File: config.mk
export PLATFORM = sky130hd
export DESIGN_NAME = mem_stage_ctrl_flat
export DESIGN_NICKNAME = d
export VERILOG_FILES = /design/src/rtl/arm_pkg.sv /design/src/rtl/mem_stage_ctrl_if.sv /design/src/rtl/mem_timeout_counter.sv /design/src/rtl/mem_stage_ctrl.sv /design/src/flat_wrapper.sv
export SDC_FILE = /design/constraint.sdc
export NUM_CORES = 1
export LEC_CHECK = 0
export BUFFER_PORTS_ARGS = -buffer_cell sky130_fd_sc_hd__buf_2
export CORE_UTILIZATION = 40
export DETAILED_ROUTE_END_ITERATION = 10
export GPL_TIMING_DRIVEN = 0
export PLACE_DENSITY = 0.72
export SKIP_LAST_GASP = 1
export SYNTH_ARGS = -nofsm -noshare
export SYNTH_HDL_FRONTEND = slang
export SYNTH_SLANG_ARGS = --single-unit
File: constraint.sdc
create_clock -name clk -period 4.3 [get_ports clk]
set_clock_uncertainty 0.05 [all_clocks]
set_input_delay 0.215 -clock clk [delete_from_list [all_inputs] [get_ports clk]]
set_output_delay 0.215 -clock clk [all_outputs]
set_load 0.02 [all_outputs]
File: src/rtl/arm_pkg.sv
// rtl/arm_pkg.sv - shared constants and MEM-stage state encoding
package arm_pkg;

    localparam int MEM_BASE   = 1024;
    localparam int WORD_SHIFT = 2;

    typedef enum logic [1:0] {
        IDLE   = 2'd0,
        ACCESS = 2'd1,
        DONE   = 2'd2
    } mem_state_t;

endpackage

File: src/rtl/mem_stage_ctrl_if.sv
// rtl/mem_stage_ctrl_if.sv - data-memory req/ack bus between MEM stage and memory
interface mem_stage_ctrl_if #(
    parameter int BIT_NUMBER = 32
);
    logic                  mem_req;
    logic                  mem_we;
    logic [BIT_NUMBER-1:0] mem_addr;
    logic [BIT_NUMBER-1:0] mem_wdata;
    logic [BIT_NUMBER-1:0] mem_rdata;
    logic                  mem_ack;

    modport master (
        output mem_req, mem_we, mem_addr, mem_wdata,
        input  mem_rdata, mem_ack
    );

    modport slave (
        input  mem_req, mem_we, mem_addr, mem_wdata,
        output mem_rdata, mem_ack
    );
endinterface

File: src/rtl/mem_timeout_counter.sv
// rtl/mem_timeout_counter.sv - ack-wait counter, terminal count at TIMEOUT-1
module mem_timeout_counter #(
    parameter int TIMEOUT = 15
) (
    input  logic clk,
    input  logic rst,
    input  logic clear,
    input  logic enable,
    output logic tc
);
    localparam int CW = (TIMEOUT > 1) ? $clog2(TIMEOUT) : 1;

    logic [CW-1:0] cnt;

    always_ff @(posedge clk or posedge rst) begin
        if (rst) begin
            cnt <= '0;
        end else if (clear) begin
            cnt <= '0;
        end else if (enable) begin
            cnt <= cnt + 1'b1;
        end
    end

    assign tc = (cnt == CW'(TIMEOUT - 1));
endmodule

File: src/rtl/mem_stage_ctrl.sv
// rtl/mem_stage_ctrl.sv - MEM-stage load/store sequencer with upstream freeze; MEM_ALIGN_CHECK_EN adds misalign trap
module mem_stage_ctrl
    import arm_pkg::*;
#(
    parameter int BIT_NUMBER = 32,
    parameter int MEM_BASE   = arm_pkg::MEM_BASE,
    parameter int TIMEOUT    = 15
) (
    input  logic                  clk,
    input  logic                  rst,
    input  logic                  wb_en_in,
    input  logic                  mem_r_en_in,
    input  logic                  mem_w_en_in,
    input  logic [BIT_NUMBER-1:0] alu_result_in,
    input  logic [BIT_NUMBER-1:0] st_val_in,
    input  logic [3:0]            dest_in,
    output logic                  freeze,
    output logic                  wb_en,
    output logic                  mem_r_en,
    output logic [BIT_NUMBER-1:0] alu_result,
    output logic [BIT_NUMBER-1:0] mem_data,
    output logic [3:0]            dest,
    output logic                  mem_err,
    mem_stage_ctrl_if.master      mem_bus
);
    mem_state_t            state, state_nxt;
    logic                  acc;
    logic                  tc;
    logic                  freeze_c;
    logic                  wb_kill;
    logic [BIT_NUMBER-1:0] word_addr;

    assign acc       = mem_r_en_in | mem_w_en_in;
    assign word_addr = (alu_result_in - BIT_NUMBER'(MEM_BASE)) >> WORD_SHIFT;

`ifdef MEM_ALIGN_CHECK_EN
    logic misalign;
    logic bad_load_q;

    assign misalign = acc & (|alu_result_in[1:0]);
    assign wb_kill  = (state == DONE) & bad_load_q;
`else
    assign wb_kill  = 1'b0;
`endif

    always_ff @(posedge clk or posedge rst) begin
        if (rst) begin
            state <= IDLE;
        end else begin
            state <= state_nxt;
        end
    end

    always_comb begin
        state_nxt = state;
        freeze_c  = 1'b0;
        case (state)
            IDLE: begin
                if (acc) begin
                    freeze_c  = 1'b1;
`ifdef MEM_ALIGN_CHECK_EN
                    state_nxt = misalign ? DONE : ACCESS;
`else
                    state_nxt = ACCESS;
`endif
                end
            end
            ACCESS: begin
                freeze_c = 1'b1;
                if (mem_bus.mem_ack || tc) begin
                    state_nxt = DONE;
                end
            end
            DONE:    state_nxt = IDLE;
            default: state_nxt = IDLE;
        endcase
    end

    // Reset overrides the combinational freeze so upstream is released at once
    assign freeze     = freeze_c & ~rst;
    assign wb_en      = wb_en_in & ~freeze & ~wb_kill;
    assign mem_r_en   = mem_r_en_in & ~freeze;
    assign alu_result = alu_result_in;
    assign dest       = dest_in;

    always_ff @(posedge clk or posedge rst) begin
        if (rst) begin
            mem_bus.mem_req   <= 1'b0;
            mem_bus.mem_we    <= 1'b0;
            mem_bus.mem_addr  <= '0;
            mem_bus.mem_wdata <= '0;
            mem_data          <= '0;
            mem_err           <= 1'b0;
`ifdef MEM_ALIGN_CHECK_EN
            bad_load_q        <= 1'b0;
`endif
        end else begin
            case (state)
                IDLE: begin
`ifdef MEM_ALIGN_CHECK_EN
                    if (misalign) begin
                        mem_err    <= 1'b1;
                        mem_data   <= '0;
                        bad_load_q <= mem_r_en_in;
                    end else
`endif
                    if (acc) begin
                        mem_bus.mem_req   <= 1'b1;
                        mem_bus.mem_we    <= mem_w_en_in & ~mem_r_en_in;
                        mem_bus.mem_addr  <= word_addr;
                        mem_bus.mem_wdata <= st_val_in;
                    end
                end
                ACCESS: begin
                    if (mem_bus.mem_ack) begin
                        if (!mem_bus.mem_we) begin
                            mem_data <= mem_bus.mem_rdata;
                        end
                        mem_bus.mem_req <= 1'b0;
                    end else if (tc) begin
                        mem_bus.mem_req <= 1'b0;
                        mem_data        <= '0;
                        mem_err         <= 1'b1;
                    end
                end
                default: begin
`ifdef MEM_ALIGN_CHECK_EN
                    bad_load_q <= 1'b0;
`endif
                end
            endcase
        end
    end

    mem_timeout_counter #(
        .TIMEOUT (TIMEOUT)
    ) u_timeout (
        .clk    (clk),
        .rst    (rst),
        .clear  (state != ACCESS),
        .enable ((state == ACCESS) && !mem_bus.mem_ack),
        .tc     (tc)
    );
endmodule

File: src/flat_wrapper.sv
// flat-port wrapper written by rule: the top's interface ports become plain ports
module mem_stage_ctrl_flat import arm_pkg::*;
#(
    parameter int BIT_NUMBER = 32,
    parameter int MEM_BASE   = arm_pkg::MEM_BASE,
    parameter int TIMEOUT    = 15
)
  (clk, rst, wb_en_in, mem_r_en_in, mem_w_en_in, alu_result_in, st_val_in, dest_in, freeze, wb_en, mem_r_en, alu_result, mem_data, dest, mem_err, mem_bus_mem_req, mem_bus_mem_we, mem_bus_mem_addr, mem_bus_mem_wdata, mem_bus_mem_rdata, mem_bus_mem_ack);
  mem_stage_ctrl_if #(.BIT_NUMBER(BIT_NUMBER)) mem_bus_i ();
  input  logic clk;
  input  logic rst;
  input  logic wb_en_in;
  input  logic mem_r_en_in;
  input  logic mem_w_en_in;
  input  logic [BIT_NUMBER-1:0] alu_result_in;
  input  logic [BIT_NUMBER-1:0] st_val_in;
  input  logic [3:0] dest_in;
  output logic freeze;
  output logic wb_en;
  output logic mem_r_en;
  output logic [BIT_NUMBER-1:0] alu_result;
  output logic [BIT_NUMBER-1:0] mem_data;
  output logic [3:0] dest;
  output logic mem_err;
  output wire logic [$bits(mem_bus_i.mem_req)-1:0] mem_bus_mem_req;
  output wire logic [$bits(mem_bus_i.mem_we)-1:0] mem_bus_mem_we;
  output wire logic [$bits(mem_bus_i.mem_addr)-1:0] mem_bus_mem_addr;
  output wire logic [$bits(mem_bus_i.mem_wdata)-1:0] mem_bus_mem_wdata;
  input wire logic [$bits(mem_bus_i.mem_rdata)-1:0] mem_bus_mem_rdata;
  input wire logic [$bits(mem_bus_i.mem_ack)-1:0] mem_bus_mem_ack;
  assign mem_bus_mem_req = mem_bus_i.mem_req;
  assign mem_bus_mem_we = mem_bus_i.mem_we;
  assign mem_bus_mem_addr = mem_bus_i.mem_addr;
  assign mem_bus_mem_wdata = mem_bus_i.mem_wdata;
  assign mem_bus_i.mem_rdata = mem_bus_mem_rdata;
  assign mem_bus_i.mem_ack = mem_bus_mem_ack;
  mem_stage_ctrl #(.BIT_NUMBER(BIT_NUMBER), .MEM_BASE(MEM_BASE), .TIMEOUT(TIMEOUT)) u_core (.clk(clk), .rst(rst), .wb_en_in(wb_en_in), .mem_r_en_in(mem_r_en_in), .mem_w_en_in(mem_w_en_in), .alu_result_in(alu_result_in), .st_val_in(st_val_in), .dest_in(dest_in), .freeze(freeze), .wb_en(wb_en), .mem_r_en(mem_r_en), .alu_result(alu_result), .mem_data(mem_data), .dest(dest), .mem_err(mem_err), .mem_bus(mem_bus_i));
endmodule
======== Word-level counts from Yosys, hierarchy flattened ========
Index checks and enable logic that the tools add are counted.
word-level totals
  output and inout port bits .............. 138
  register bits ........................... 103
  bits of input ports ..................... 106
  word-level logic and storage cells ...... 52
operators by class
  bitwise gates (word level) .............. 9
  muxes and demuxes ....................... 14
  add/subtract/negate cells ............... 2
  reductions and logical operators ........ 12
  equal/unequal tests ..................... 7
operators by type and width
  kind                      number
  $mux W32                  3
  $sub A32 B11 Y32 const B  1
  $reduce_and A3 Y1         3
  $mux W4                   2
  $ne A2 B1 Y1 const B      3
  $reduce_bool A2 Y1        3
  $add A4 B1 Y4 const B     1
  $and A1 B1 Y1             4
  $eq A4 B4 Y1 const B      1
  $mux W1                   4
  $mux W2                   2
  $not A1 Y1                4
  $pmux W1 S2               2
  $pmux W2 S2               1
  $reduce_and A2 Y1         2
  $ne A3 B2 Y1 const B      1
  $eq A2 B1 Y1 const B      1
  $logic_not A2 Y1          1
  $ne A2 B2 Y1 const B      1
  $logic_and A1 B1 Y1       1
  $logic_not A1 Y1          1
  $logic_or A1 B1 Y1        1
  $or A1 B1 Y1              1

======== Logic depth before layout (Yosys ltp) ========
Gate-level depths: netlist (run 1).
  depth after elaboration ................. 6
  mapped depth ............................ 9
  depth with buffers taken out ............ 7

======== By module ========
A second synthesis (run 1) with hierarchy kept.
unflattened totals
  cell total of the unflattened synthesis .. 440
  area total of the unflattened synthesis .. 4693.3 um^2
modules (own cells, without submodules)
  module               area each (um^2)  sequential area each (um^2)  instances  cells an instance
  mem_stage_ctrl       4476.8            2477.4                       1          420
  mem_timeout_counter  216.5             100.1                        1          20

======== Worst setup path after synthesis (run 1) ========
No wires, ideal clock.
  path type ............................... flip-flop to flip-flop
  start point ............................. register u_core.state[1]
  end point ............................... register u_core.mem_bus.mem_addr[12]
  period minus slack after synthesis ...... 1628 ps
  arrival time ............................ 1450 ps
  data required time ...................... 4122 ps
  setup time .............................. 128 ps
  cell stages (with the launch flop) ...... 5
  buffers on the path ..................... 2
  path slack .............................. 2672 ps
  cells stage by stage .................... dfrtp_1 -> nor3_1 -> buf_2 -> buf_2 -> mux2_1
between the ends
  longest elaborated chain between the ends .. 2
ends and longest elaborated chain
  item                         line                     source
  start, declared              mem_stage_ctrl.sv:26     mem_state_t state, state_nxt;
  start signal, assigned       mem_stage_ctrl.sv:50     state <= state_nxt;
  $logic_not A2 Y1             mem_stage_ctrl.sv:98     case (state)
  $reduce_and A2 Y1 (no line)  -
  end signal, assigned         mem_stage_ctrl.sv:110    mem_bus.mem_addr <= word_addr;
  end, declared                mem_stage_ctrl_if.sv:13  output mem_req, mem_we, mem_addr, mem_wdata,
Every way passes these cells.
A chain may end at the register's enable or synchronous reset.

======== Final worst setup path (run 1) ========
  start point ............................. register u_core.state[1]
  end point ............................... register u_core.mem_bus.mem_addr[11]
Same word-level chain as after synthesis.

==> results of run 1 <==
## area by class of cell
type,count,area share
plain buffers,59,0.0601
inverters,5,0.00337
well taps,143,0.0284
flip-flops and latches,103,0.409
clock buffers,12,0.0375
repair buffers,237,0.192
multi-input cells,269,0.266
clock inverters,4,0.00357
## synthesized netlist by cell type (2+ instances only)
| cell type | number | area share |
|---|---|---|
| clkbuf_1 | 7 | 0.0057 |
| o31ai_1 | 3 | 0.0048 |
| nor2b_1 | 2 | 0.0027 |
| nand2_1 | 69 | 0.056 |
| buf_2 | 12 | 0.013 |
| nor2_1 | 37 | 0.030 |
| a21oi_1 | 20 | 0.022 |
| nor4_2 | 2 | 0.0054 |
| nand3_1 | 2 | 0.0022 |
| nand4_2 | 2 | 0.0054 |
| ha_1 | 3 | 0.0081 |
| mux2_2 | 20 | 0.048 |
| mux2_1 | 21 | 0.051 |
| xnor2_1 | 13 | 0.024 |
| a21oi_2 | 2 | 0.0038 |
| inv_1 | 5 | 0.0040 |
| dfrtp_1 | 103 | 0.55 |
| buf_1 | 2 | 0.0016 |
| nand2b_1 | 3 | 0.0040 |
| a31oi_1 | 3 | 0.0040 |
| xor2_1 | 7 | 0.013 |
| nor4_1 | 6 | 0.0081 |
| buf_4 | 38 | 0.061 |
| nor3_1 | 7 | 0.0075 |
| o21ai_1 | 33 | 0.036 |
## kinds of logic (layout without fill, tap and decap cells)
family,after synthesis,count (layout),synth area share
adders and majority gates,3,3,0.00808
AOI/OAI and AO/OA,63,63,0.0724
and+or+nand+nor,139,139,0.139
other,1,2,0.000807
DFF,103,103,0.555
xor gates and xnor gates,20,20,0.0377
buffers and inverters,64,317,0.0856
muxes,42,42,0.101
## per-layer routing
| metal | global-route usage | part of all wire | vias up |
|---|---|---|---|
| met1 | 0.208 | 0.40 | 1912 |
| met3 | 0.0415 | 0.065 | 17 |
| met5 | 0 | 0 | - |
| li1 | - | - | 1917 |
| met2 | 0.325 | 0.51 | 162 |
| met4 | 0.0886 | 0.020 | 0 |
## flip-flops by register name, indices dropped and copies added (netlist names)
| name | count |
|---|---|
| u_core.mem_bus.mem_wdata | 32 |
| u_core.mem_data | 32 |
| u_core.mem_bus.mem_addr | 30 |
| u_core.u_timeout.cnt | 4 |
| u_core.state | 2 |
| u_core.mem_bus.mem_req | 1 |
| u_core.mem_bus.mem_we | 1 |
| u_core.mem_err | 1 |
## report_power, final
group          leakage (uW)  switching [uW]  internal (uW)
clock              0.000126             337            390
combinational       0.00179            1260            748
sequential          0.00124             238           1430
## timing repair
| item | 4_1_cts | 5_1_grt |
|---|---|---|
| hold buffers | 1 | 0 |
| setup endpoints to repair | 0 | 0 |
| endpoints found under the hold margin | 55 | 0 |
## worst max-delay path by stage
stage | to | slack [ns]
3_3_place_gp | u_core.mem_bus.mem_addr[27] | 0.19
3_5_place_dp | u_core.mem_bus.mem_addr[11] | 2.25
4_1_cts | u_core.mem_bus.mem_addr[11] | 2.23
6_report | u_core.mem_bus.mem_addr[11] | 2.23
5_1_grt | u_core.mem_bus.mem_addr[19] | 2.07
2_1_floorplan | u_core.mem_bus.mem_addr[0] | 1.33
## through the flow
stage	hold WS (ns)	instance area (um^2)
finish	0.0348	6310
global route	0.0386	6310
CTS	0.0227	6310
detailed placement	0.356	6040
global placement	0.382	6010
floorplan	0.250	4650
==> run metrics, run 1 <==
R2R Setup Slk 2.23 ns; fin cells 832; fin crit period approximately 2.1 ns; Post-Syn Instances 435; Top FF cell, synth dfrtp_1; Final Hold Viols 0; initial drt markers roughly 180; maxcap violations 0; crit path kind flip-flop to flip-flop; worst vdd ir 0.000329 V; commonest non-fill, non-tap cells in the layout buf_2 (247), dfrtp_1 (103), nand2_1 (69); grt ovf 0; Core ar. 0.0114 mm^2; CP arrival roughly 2.2 ns; Worst-path clk slew 0.07 ns; via/cell ratio 4.82; FF+latch count, synth about 100; Total Wirelength 11400 um; most used cell, CP buf_2; Post-CTS Resized 0; nets@finish ~800; Top Ports 244; Rows 39; hold_sp st_val_in[5]; placed cells about 820; Die Height roughly 110 um; FF-to-FF Start u_core.state[1]; final slew viol count 0; multi-input logic area 0.00168 mm^2; WP buf/inv 3; Buffers on Ports 235; Setup crit end kind flip-flop; # fillers 1037; Initial Util 0.409; relative slew slack 0.524; critical-path cell list nor3_1 -> buf_2 -> buf_2 -> buf_2 -> a31oi_1; hold path cells 2; Pre-antenna DRT Iters 4; wire per inst 13.7 um; Detail Placement HPWL 8750 um; Hold Crit Endpoint u_core.mem_bus.mem_wdata[5]; PnR worst setup slack 2.23 ns; ys async rst share 1.00; Worst path max stage delay 0.45 ns; Placer Congestion 0.837; Residual DRC 0; synth unique cells 38; Slowest cell on crit path dfrtp_1; Syn Std Cell Area between 0.004 and 0.005 mm^2; initial antenna violation count 0; Skew-Pair Late Insertion Delay 0.34 ns; reported leakage power 0.00316 uW; CTS tree yes; Worst setup SP type flip-flop; Post-synth EDFFs 0; Worst Tran Pin Value about 0.71 ns; Num CTS Buffers 9; via count of the first global-routing pass 3760; most common cell after layout, fill and taps aside buf_2; Tot Pwr 4400 uW; # Post-CTS Setup Buffers 0; unrepaired setup endpoints after global routing false; Crit. Startpoint u_core.state[1]; R2R depth 5; Critical R2R Capture u_core.mem_bus.mem_addr[11]; yosys synthesis warning count 0; Root Buffer clkbuf_16; status finished, final reports clean; GRT Overall Usage 0.184; final core utilization 0.555; Sinks on Clock Net 103; Worst path depth 5; layout cells sized above 1 0.479; Max Fclk 0.482 GHz; Min-Delay Path Class input pin to flip-flop; fin crit share 0.482; first-pass GRT wire length 17100 um; CP Max Fanout 10; Die W 110 um; DR vias between 4000 and 5000; Synth-to-Final Area Change 35.7%; total area of sequential cells 0.00258 mm^2; Syn Area/Cell 10.7 um^2; Setup WS pre-CTS 2.25 ns; Antenna Violating Nets Remaining 0; Worst Path Required 4.46 ns; setup violators final 0; CP top delay family buffers and inverters; largest net degree at the start of global routing 57; Clock Tree Buf Depth 2; Pwr per Cell Area around 700 mW/mm^2; H-tree Lvls 3; register area share after synthesis 0.555; # diodes 0; setup TNS 0 ns; die area 0.0121 mm^2
Power figures use the tool's default switching activity.
==> run 2: changes to the inputs <==
--- a/config.mk
+++ b/config.mk
@@ -9,7 +9,7 @@
 export CORE_UTILIZATION = 40
 export DETAILED_ROUTE_END_ITERATION = 10
 export GPL_TIMING_DRIVEN = 0
-export PLACE_DENSITY = 0.72
+export PLACE_DENSITY = 0.75
 export SKIP_LAST_GASP = 1
 export SYNTH_ARGS = -nofsm -noshare
 export SYNTH_HDL_FRONTEND = slang
==> constraint.sdc (replaced) <==
create_clock -name clk -period 1.68 [get_ports clk]
set_clock_uncertainty 0.05 [all_clocks]
set_input_delay 0.084 -clock clk [delete_from_list [all_inputs] [get_ports clk]]
set_output_delay 0.084 -clock clk [all_outputs]
set_load 0.02 [all_outputs]
==> run 2 against run 1 <==
Flip-flop and latch count unchanged. Highest routed layer unchanged. Cell count increased by 9.5%. Die area did not move. Sequential power grew to 2.6 times the previous value. Design area increased by 14%. First-iteration DRC count increased by 12%. Maximum frequency up 32%. Critical endpoint is now u_core.mem_bus.mem_addr[7].
==> run metrics, run 2 (synthesis gave the netlist of run 1 again) <==
PnR worst setup slack 0.114 ns; Max Fclk 0.639 GHz; Die Height 110 um; Slowest cell on crit path dfrtp_2; Worst Tran Pin Value 0.519 ns; largest net degree at the start of global routing 43; CP Max Fanout 10; worst vdd ir 0.000903 V; Total Wirelength 13300 um; DR vias 4402; Pre-antenna DRT Iters 4; Hold Crit Endpoint u_core.mem_bus.mem_addr[11]; Pwr per Cell Area 1640 mW/mm^2; grt ovf 0; setup violators final 0; most used cell, CP buf_6; Critical R2R Capture u_core.mem_bus.mem_addr[7]; crit path kind flip-flop to flip-flop; initial drt markers 205; CP arrival 1.73 ns; relative slew slack 0.653; Antenna Violating Nets Remaining 0; most common cell after layout, fill and taps aside buf_2; fin crit share 0.932; status finished, final reports clean; R2R depth 4; Top Ports roughly 240; Worst Path Required between 1.5 and 2 ns; first-pass GRT wire length 20400 um; GRT Overall Usage 0.220; Buffers on Ports 235; Worst setup SP type flip-flop; Placer Congestion ~0.84; Synth-to-Final Area Change 55.2%; die area about 0.012 mm^2; largest registers u_core.mem_bus.mem_wdata (32), u_core.mem_data (32), u_core.mem_bus.mem_addr (30); hold path cells 3; Die W 110 um; critical-path cell list nor3_4 -> buf_6 -> buf_6 -> mux2_1; Initial Util 0.409; Sinks on Clock Net 103; # fillers 897; hold_sp alu_result_in[13]; layout cells sized above 1 0.453; Residual DRC 0; via/cell ratio between 4 and 5; H-tree Lvls 3; Setup WS pre-CTS -0.552 ns; final slew viol count 0; # diodes 0; Clock Tree Buf Depth 2; Worst-path clk slew roughly 0.070 ns; wire per inst around 15 um; FF-to-FF Start u_core.state[0]; WHS 0.0261 ns; Core ar. between 0.01 and 0.015 mm^2; Final Hold Viols 0; commonest non-fill, non-tap cells in the layout buf_2 (236), dfrtp_1 (101), dlygate4sd3_1 (77); Min-Delay Path Class input pin to flip-flop; Num CTS Buffers 9; reported leakage power around 0.0035 uW; Rows 39; initial antenna violation count 0; Detail Placement HPWL 8970 um; R2R Setup Slk 0.11 ns; nets@finish 872; Setup crit end kind flip-flop; Root Buffer clkbuf_16; unrepaired setup endpoints after global routing false; CTS tree yes; via count of the first global-routing pass 4569; Skew-Pair Late Insertion Delay 0.34 ns; Worst path max stage delay 0.45 ns; fin crit period 1.57 ns; maxcap violations 0
==> run 2: layout make-up <==
type	instances	area (um^2)	share of cell area
clock inverter	6	45.0	0.00624
multi-input combinational	269	1710	0.237
clock buffer	10	229	0.0317
inverter	5	22.5	0.00312
timing repair buffer	318	2020	0.280
sequential	103	2580	0.358
tap	143	179	0.0248
buffer	57	435	0.0604
==> run 2: worst max-delay path, delay by kind of cell (launching register included) <==
family                 cells  cell delay [ns]
buffers and inverters      2             0.33
flip-flops                 1             0.45
multiplexers               1             0.36
AND/OR/NAND/NOR            1             0.26
==> run 2: stage by stage <==
stage	util	TNS, ns	area (um^2)	power (uW)	cells
floorplan	-	0	4660	7570	436
global placement	0.529	-57.78	6010	9300	814
detailed placement	0.532	-26.43	6050	9520	816
CTS	0.627	-0.00370	7130	11700	909
global route	0.635	0	7210	12600	911
finish	0.635	0	7210	11800	911
==> run 2: what timing repair did <==
item / 4_1_cts / 5_1_grt
endpoints found under the hold margin: 95 / 0
gates resized for setup: 11 / 29
hold buffers: 77 / 0
setup buffers: 1 / 3
setup endpoints to repair: 93 / 76
pin swaps: 1 / 1
==> run 2: report_power, final <==
| part | internal (uW) | switching (uW) | total (uW) | leakage, uW |
|---|---|---|---|---|
| Combinational | 2220 | 3350 | 5570 | 0.00217 |
| Clock | 1010 | 917 | 1930 | 0.000125 |
| Sequential | 3660 | 653 | 4320 | 0.00124 |
==> run 2: routing by layer <==
metal	wire, um	vias to the layer above	global-route usage
met5	0	-	0
met4	414	0	0.111
met3	932	34	0.0462
met2	7080	208	0.415
met1	4880	2091	0.226
li1	-	2069	-
==> run 2: how the worst max path moves through the flow <==
stage / start / to / slack, ns
2_1_floorplan: u_core.state[1] / u_core.mem_bus.mem_addr[12] / 0.05
3_3_place_gp: u_core.state[1] / u_core.mem_bus.mem_addr[11] / -0.53
3_5_place_dp: u_core.state[1] / u_core.mem_bus.mem_addr[11] / -0.55
4_1_cts: u_core.state[0] / u_core.mem_bus.mem_addr[14] / -0.003
5_1_grt: u_core.u_timeout.cnt[0] / u_core.mem_data[2] / 0.001
6_report: u_core.state[0] / u_core.mem_bus.mem_addr[7] / 0.11
